## config.mk

```make
export PLATFORM = sky130hd
export DESIGN_NAME = uart_receiver_paritychk
export DESIGN_NICKNAME = d
export VERILOG_FILES = /design/src/rtl/uart_receiver_paritychk.sv
export SDC_FILE = /design/constraint.sdc
export NUM_CORES = 1
export LEC_CHECK = 0
export CAP_MARGIN = 25
export CORE_MARGIN = 2
export CORE_UTILIZATION = 50
export DETAILED_ROUTE_END_ITERATION = 8
export PLACE_DENSITY = 0.72
export SLEW_MARGIN = 20
export SYNTH_ARGS = -nofsm -noshare
export SYNTH_HDL_FRONTEND = slang
export SYNTH_SLANG_ARGS = --single-unit
export TNS_END_PERCENT = 50
```

## constraint.sdc

```tcl
create_clock -name clk -period 1.9 [get_ports clk]
set_input_delay 0.19 -clock clk [delete_from_list [all_inputs] [get_ports clk]]
set_output_delay 0.19 -clock clk [all_outputs]
set_load 0.02 [all_outputs]
```

## src/rtl/uart_receiver_paritychk.sv

```systemverilog
// 8N1 / 8E1 UART receiver: 2-FF synchroniser, mid-bit sampling from one wrapping
// baud counter, optional even-parity check, stop-bit check with break handling.
module uart_receiver_paritychk #(
  parameter int CLKS_PER_BIT = 16
) (
  input  logic       clk,
  input  logic       n_rst,
  input  logic       rx_i,
  input  logic       parity_en,
  output logic [7:0] data_o,
  output logic       data_valid_o,
  output logic       parity_err_o,
  output logic       frame_err_o,
  output logic       busy_o
);
  localparam int CW = $clog2(CLKS_PER_BIT);
  localparam logic [CW-1:0] CNT_MID  = CW'(CLKS_PER_BIT / 2 - 1);
  localparam logic [CW-1:0] CNT_LAST = CW'(CLKS_PER_BIT - 1);

  typedef enum logic [2:0] {
    IDLE, START, DATA, PARITY, STOP, WAIT_HIGH
  } state_e;

  state_e        state_q, state_d;
  logic          sync1_q, rx_s_q;
  logic [CW-1:0] cnt_q, cnt_d;
  logic [2:0]    idx_q, idx_d;
  logic [7:0]    shift_q, shift_d;
  logic          par_en_q, par_en_d;
  logic          perr_q, perr_d;
  logic [7:0]    data_q, data_d;
  logic          valid_q, valid_d;
  logic          perr_out_q, perr_out_d;
  logic          ferr_q, ferr_d;

  always_comb begin
    state_d    = state_q;
    cnt_d      = (cnt_q == CNT_LAST) ? '0 : cnt_q + CW'(1);
    idx_d      = idx_q;
    shift_d    = shift_q;
    par_en_d   = par_en_q;
    perr_d     = perr_q;
    data_d     = data_q;
    valid_d    = 1'b0;
    perr_out_d = perr_out_q;
    ferr_d     = ferr_q;
    case (state_q)
      IDLE: begin
        cnt_d = '0;
        if (!rx_s_q) begin
          state_d  = START;
          par_en_d = parity_en;
          idx_d    = '0;
        end
      end
      START: if (cnt_q == CNT_MID) begin
        // Start bit still low at mid-bit: real frame; otherwise a glitch.
        if (!rx_s_q) begin
          state_d = DATA;
          cnt_d   = '0;
        end else begin
          state_d = IDLE;
        end
      end
      DATA: if (cnt_q == CNT_LAST) begin
        shift_d = {rx_s_q, shift_q[7:1]};
        idx_d   = idx_q + 3'd1;
        if (idx_q == 3'd7) state_d = par_en_q ? PARITY : STOP;
      end
      PARITY: if (cnt_q == CNT_LAST) begin
        perr_d  = ^{shift_q, rx_s_q};
        state_d = STOP;
      end
      STOP: if (cnt_q == CNT_LAST) begin
        data_d     = shift_q;
        valid_d    = 1'b1;
        perr_out_d = par_en_q & perr_q;
        ferr_d     = ~rx_s_q;
        // A low stop bit may be a break; hold off until the line idles again.
        state_d    = rx_s_q ? IDLE : WAIT_HIGH;
      end
      WAIT_HIGH: if (rx_s_q) state_d = IDLE;
      default: state_d = IDLE;
    endcase
  end

  always_ff @(posedge clk or negedge n_rst) begin
    if (!n_rst) begin
      sync1_q    <= 1'b1;
      rx_s_q     <= 1'b1;
      state_q    <= IDLE;
      cnt_q      <= '0;
      idx_q      <= '0;
      shift_q    <= '0;
      par_en_q   <= 1'b0;
      perr_q     <= 1'b0;
      data_q     <= '0;
      valid_q    <= 1'b0;
      perr_out_q <= 1'b0;
      ferr_q     <= 1'b0;
    end else begin
      sync1_q    <= rx_i;
      rx_s_q     <= sync1_q;
      state_q    <= state_d;
      cnt_q      <= cnt_d;
      idx_q      <= idx_d;
      shift_q    <= shift_d;
      par_en_q   <= par_en_d;
      perr_q     <= perr_d;
      data_q     <= data_d;
      valid_q    <= valid_d;
      perr_out_q <= perr_out_d;
      ferr_q     <= ferr_d;
    end
  end

  assign data_o       = data_q;
  assign data_valid_o = valid_q;
  assign parity_err_o = perr_out_q;
  assign frame_err_o  = ferr_q;
  assign busy_o       = (state_q != IDLE);
endmodule

```

==> summary.md <==
| Metric | Value |
|---|---|
| Slew Limit Fails | `0` |
| Final Hold Viols | `0` |
| Crit end category | `flop` |
| Pre-CTS setup slack | `0.1144 ns` |
| PortBufs | `15` |
| Cell area after synthesis | `0.001513 sq mm` |
| Clk pwr share | `28.4%` |
| Fin worst setup slack | `0.1084 ns` |
| Setup TNS Final | `0 ns` |
| Initial core utilization | `53.93%` |
| Synth Area in Simple Gates | `9.181%` |
| Final core occ | `63.11%` |
| Worst-case clock buffer depth | `2` |
| Worst r2r dst | `idx_q[0]` |
| Fmax achieved | `558.2 MHz` |
| Remaining Overflow, GRT | `0` |
| First-pass GRT wire length | `4491 um` |
| Yosys top cell area share | `51.28%` |
| Layout area overhead | `17.04%` |
| H-tree lvl count | `2` |
| Core area | `0.002805 sq mm` |
| Max-cap violations | `0` |
| Mapped Nets | `133` |
| Mean Syn Cell Area | `12.01 sq um` |
| Synth Area in XOR/XNOR | `6.121%` |
| Worst VDD drop | `0.6988 mV` |
| Reg power frac | `47.9%` |
| Placer Congestion | `0.7932` |
| Drt first pass iters | `4` |
| Switch share | `31.93%` |
| Post-route cell area | `0.001770 sq mm` |
| Worst R2R Start | `cnt_q[0]` |
| Post-synthesis cell type count | `34` |
| Reported net switching power | `616.6 uW` |
| Post-Synthesis Cells | `126` |
| Area contributors post-synth | `dfrtp_1 (51%), mux2_2 (13%), dfstp_2 (3.5%), xnor2_1 (3.5%), ha_1 (2.5%)` |
| Hpwl dp | `1735 um` |
| Fillers | `235` |
| Fin nets | `151` |
| Clock Latency Late Sink | `0.33 ns` |
| Part of the Yosys area used for sequential elements | `54.76%` |
| Mean routed wirelength per cell | `14.53 um` |
| Comb pwr share | `23.7%` |
| WP data required | `2.13 ns` |
| Kind of start point of the critical path | `flop` |
| Rel. slew slack | `72.47%` |
| Final Critical Period | `1.792 ns` |
| Largest net degree at the start of global routing | `34` |
| Antenna fix cells | `0` |
| Die Height | `59.01 um` |
| Main combinational cell family by area after synthesis | `multiplexers` |
| Post-CTS setup buffers | `0` |
| Hold Path Class | `in2async` |
| CTS Hold Buffers Added | `0` |
| Yosys Warn Count | `0` |
| Setup slack, reg-to-reg | `0.11 ns` |
| Total CTS buffers | `5` |
| Worst-path maximum fanout | `6` |
| # rows | `19` |
| Post-synthesis mux area share | `15.63%` |
| IO Pins | `16` |
| Post-DR vias/cell | `5.551` |
| Final setup violating endpoints | `0` |
| #FFs+latches synth | `33` |
| Clock-pin slew on the worst setup and hold paths | `0.10 ns` |
| Complex-gate fraction of the synthesized area | `8.519%` |
| Initial DRC Count | `14` |
| Post-CTS sizing | `2` |
| Area leader, netlist | `dfrtp_1` |
| DRC | `0` |
| Reg2Reg Depth | `5` |
| Routed via count | `977` |
| Total Routed Length | `2558 um` |
| GR Util All Layers | `17.56%` |
| Initial antenna violation count | `0` |
| CTS tree | `done` |
| Overall Power | `1931 uW` |
| Clock Skew | `0.005896 ns` |
| RSZ-0062 raised after global routing | `no` |
| Chip Width | `59.01 um` |
| Share of post-route cells with drive strength above 1 | `22.07%` |
| Worst Path Arrival | `2.02 ns` |
| Leak | `0.0008644 uW` |
| Critical path class | `reg2reg` |
| Die ar. | `0.003482 sq mm` |
| Slew @ Worst Pin | `0.4130 ns` |
| Antenna Nets Post-Route | `0` |
| Dpl cell area | `0.001685 sq mm` |
| Clk sink count | `33` |
| Power per cell area | `1091 mW/mm^2` |
| Vias in the first global route | `1003` |
| Root Buffer | `clkbuf_4` |
| Adder-Cell Fraction of Synth Area | `2.481%` |
| Final period utilization | `94.29%` |
| Status | `completed` |
| Pint | `1315 uW` |
-- power groups by stage --
stage | clock network, uW | logic [uW] | registers [uW]
floorplan | 0 | 429 | 844
global placement | 0 | 458 | 925
detailed placement | 0 | 471 | 932
CTS | 556 | 462 | 922
global route | 592 | 520 | 938
finish | 549 | 457 | 924
-- how the worst max path moves through the flow --
stage / start / cells after the start / to / slack (ns)
floorplan: cnt_q[0] / 6 / data_o[3] / 0.18
global placement: cnt_q[0] / 5 / idx_q[0] / 0.17
detailed placement: cnt_q[0] / 5 / idx_q[0] / 0.11
CTS: state_q[2] / 2 / busy_o / 0.11
global route: cnt_q[0] / 5 / idx_q[0] / 0.02
finish: cnt_q[0] / 5 / idx_q[0] / 0.11
-- cells in the final DEF (no fill, tap or decap), drive strengths merged, types with 2 or more instances in the layout --
cell,count
mux2i,3
a21o,2
ha,3
buf,2
xnor2,6
mux2,18
inv,5
or3,2
dfrtp,31
nand2,10
dfstp,2
nor3,2
xor2,2
nand3,3
a21oi,5
o21ai,7
clkbuf,7
clkdlybuf4s50,14
nor2,7
-- per-layer routing --
| metal | wire (um) | track usage, % | up-vias |
|---|---|---|---|
| met4 | 45 | 10.06 | 0 |
| met2 | 1201 | 27.30 | 21 |
| met1 | 1215 | 22.05 | 478 |
| met3 | 96 | 4.803 | 5 |
| li1 | - | - | 473 |
| met5 | 0 | 0 | - |
-- state kept, by name, summed over array words and instances, names as in the netlist --
register,cells
data_o,8
shift_q,8
cnt_q,4
idx_q,3
state_q,3
data_valid_o,1
frame_err_o,1
par_en_q,1
parity_err_o,1
perr_q,1
rx_s_q,1
sync1_q,1
-- kinds of logic after synthesis --
| kind of cell | Yosys count |
|---|---|
| mux | 21 |
| compound gates | 20 |
| buf+inv | 11 |
| xor+xnor | 9 |
| flops | 33 |
| fa+ha+maj | 3 |
| simple gates | 29 |
-- synthesized netlist by cell type (all sizes together) --
cell type  instances
nor3b              1
xnor3              1
mux2i              3
or3                2
and3               1
o21ai              7
o31ai              1
and2               1
o41ai              1
ha                 3
mux2              18
a21oi              5
nand2b             1
nand2             10
dfstp              2
a22oi              1
a21o               2
nor2b              1
clkbuf             1
xor2               2
nor3               2
inv                5
nor2               7
nand3              3
a311oi             1
dfrtp             31
o2111ai            1
buf                5
xnor2              6
a22o               1
-- stage by stage --
step | hold slack, ns | cells
floorplan | -0.1056 | 126
global placement | 0.3473 | 168
detailed placement | 0.3472 | 168
CTS | 0.2558 | 176
global route | 0.2518 | 176
finish | 0.2422 | 176
-- critical path, cell delays in order (launching register included) --
cell and delay, ns:
dfrtp_1 0.39, ha_1 0.25, and3_1 0.31, a21oi_2 0.08, or3_4 0.36, mux2_4 0.30
-- layout make-up --
cell class | instances | area (sq um) | area share [%]
Clock buffer | 7 | 55.05 | 3.110
Clock inverter | 1 | 30.03 | 1.696
Inverter | 5 | 18.77 | 1.060
Multi-Input combinational cell | 82 | 634.4 | 35.83
Sequential cell | 33 | 829.5 | 46.86
Tap cell | 31 | 38.79 | 2.191
Timing Repair Buffer | 17 | 163.9 | 9.258
Note: power is estimated with default switching activity, not from simulation.
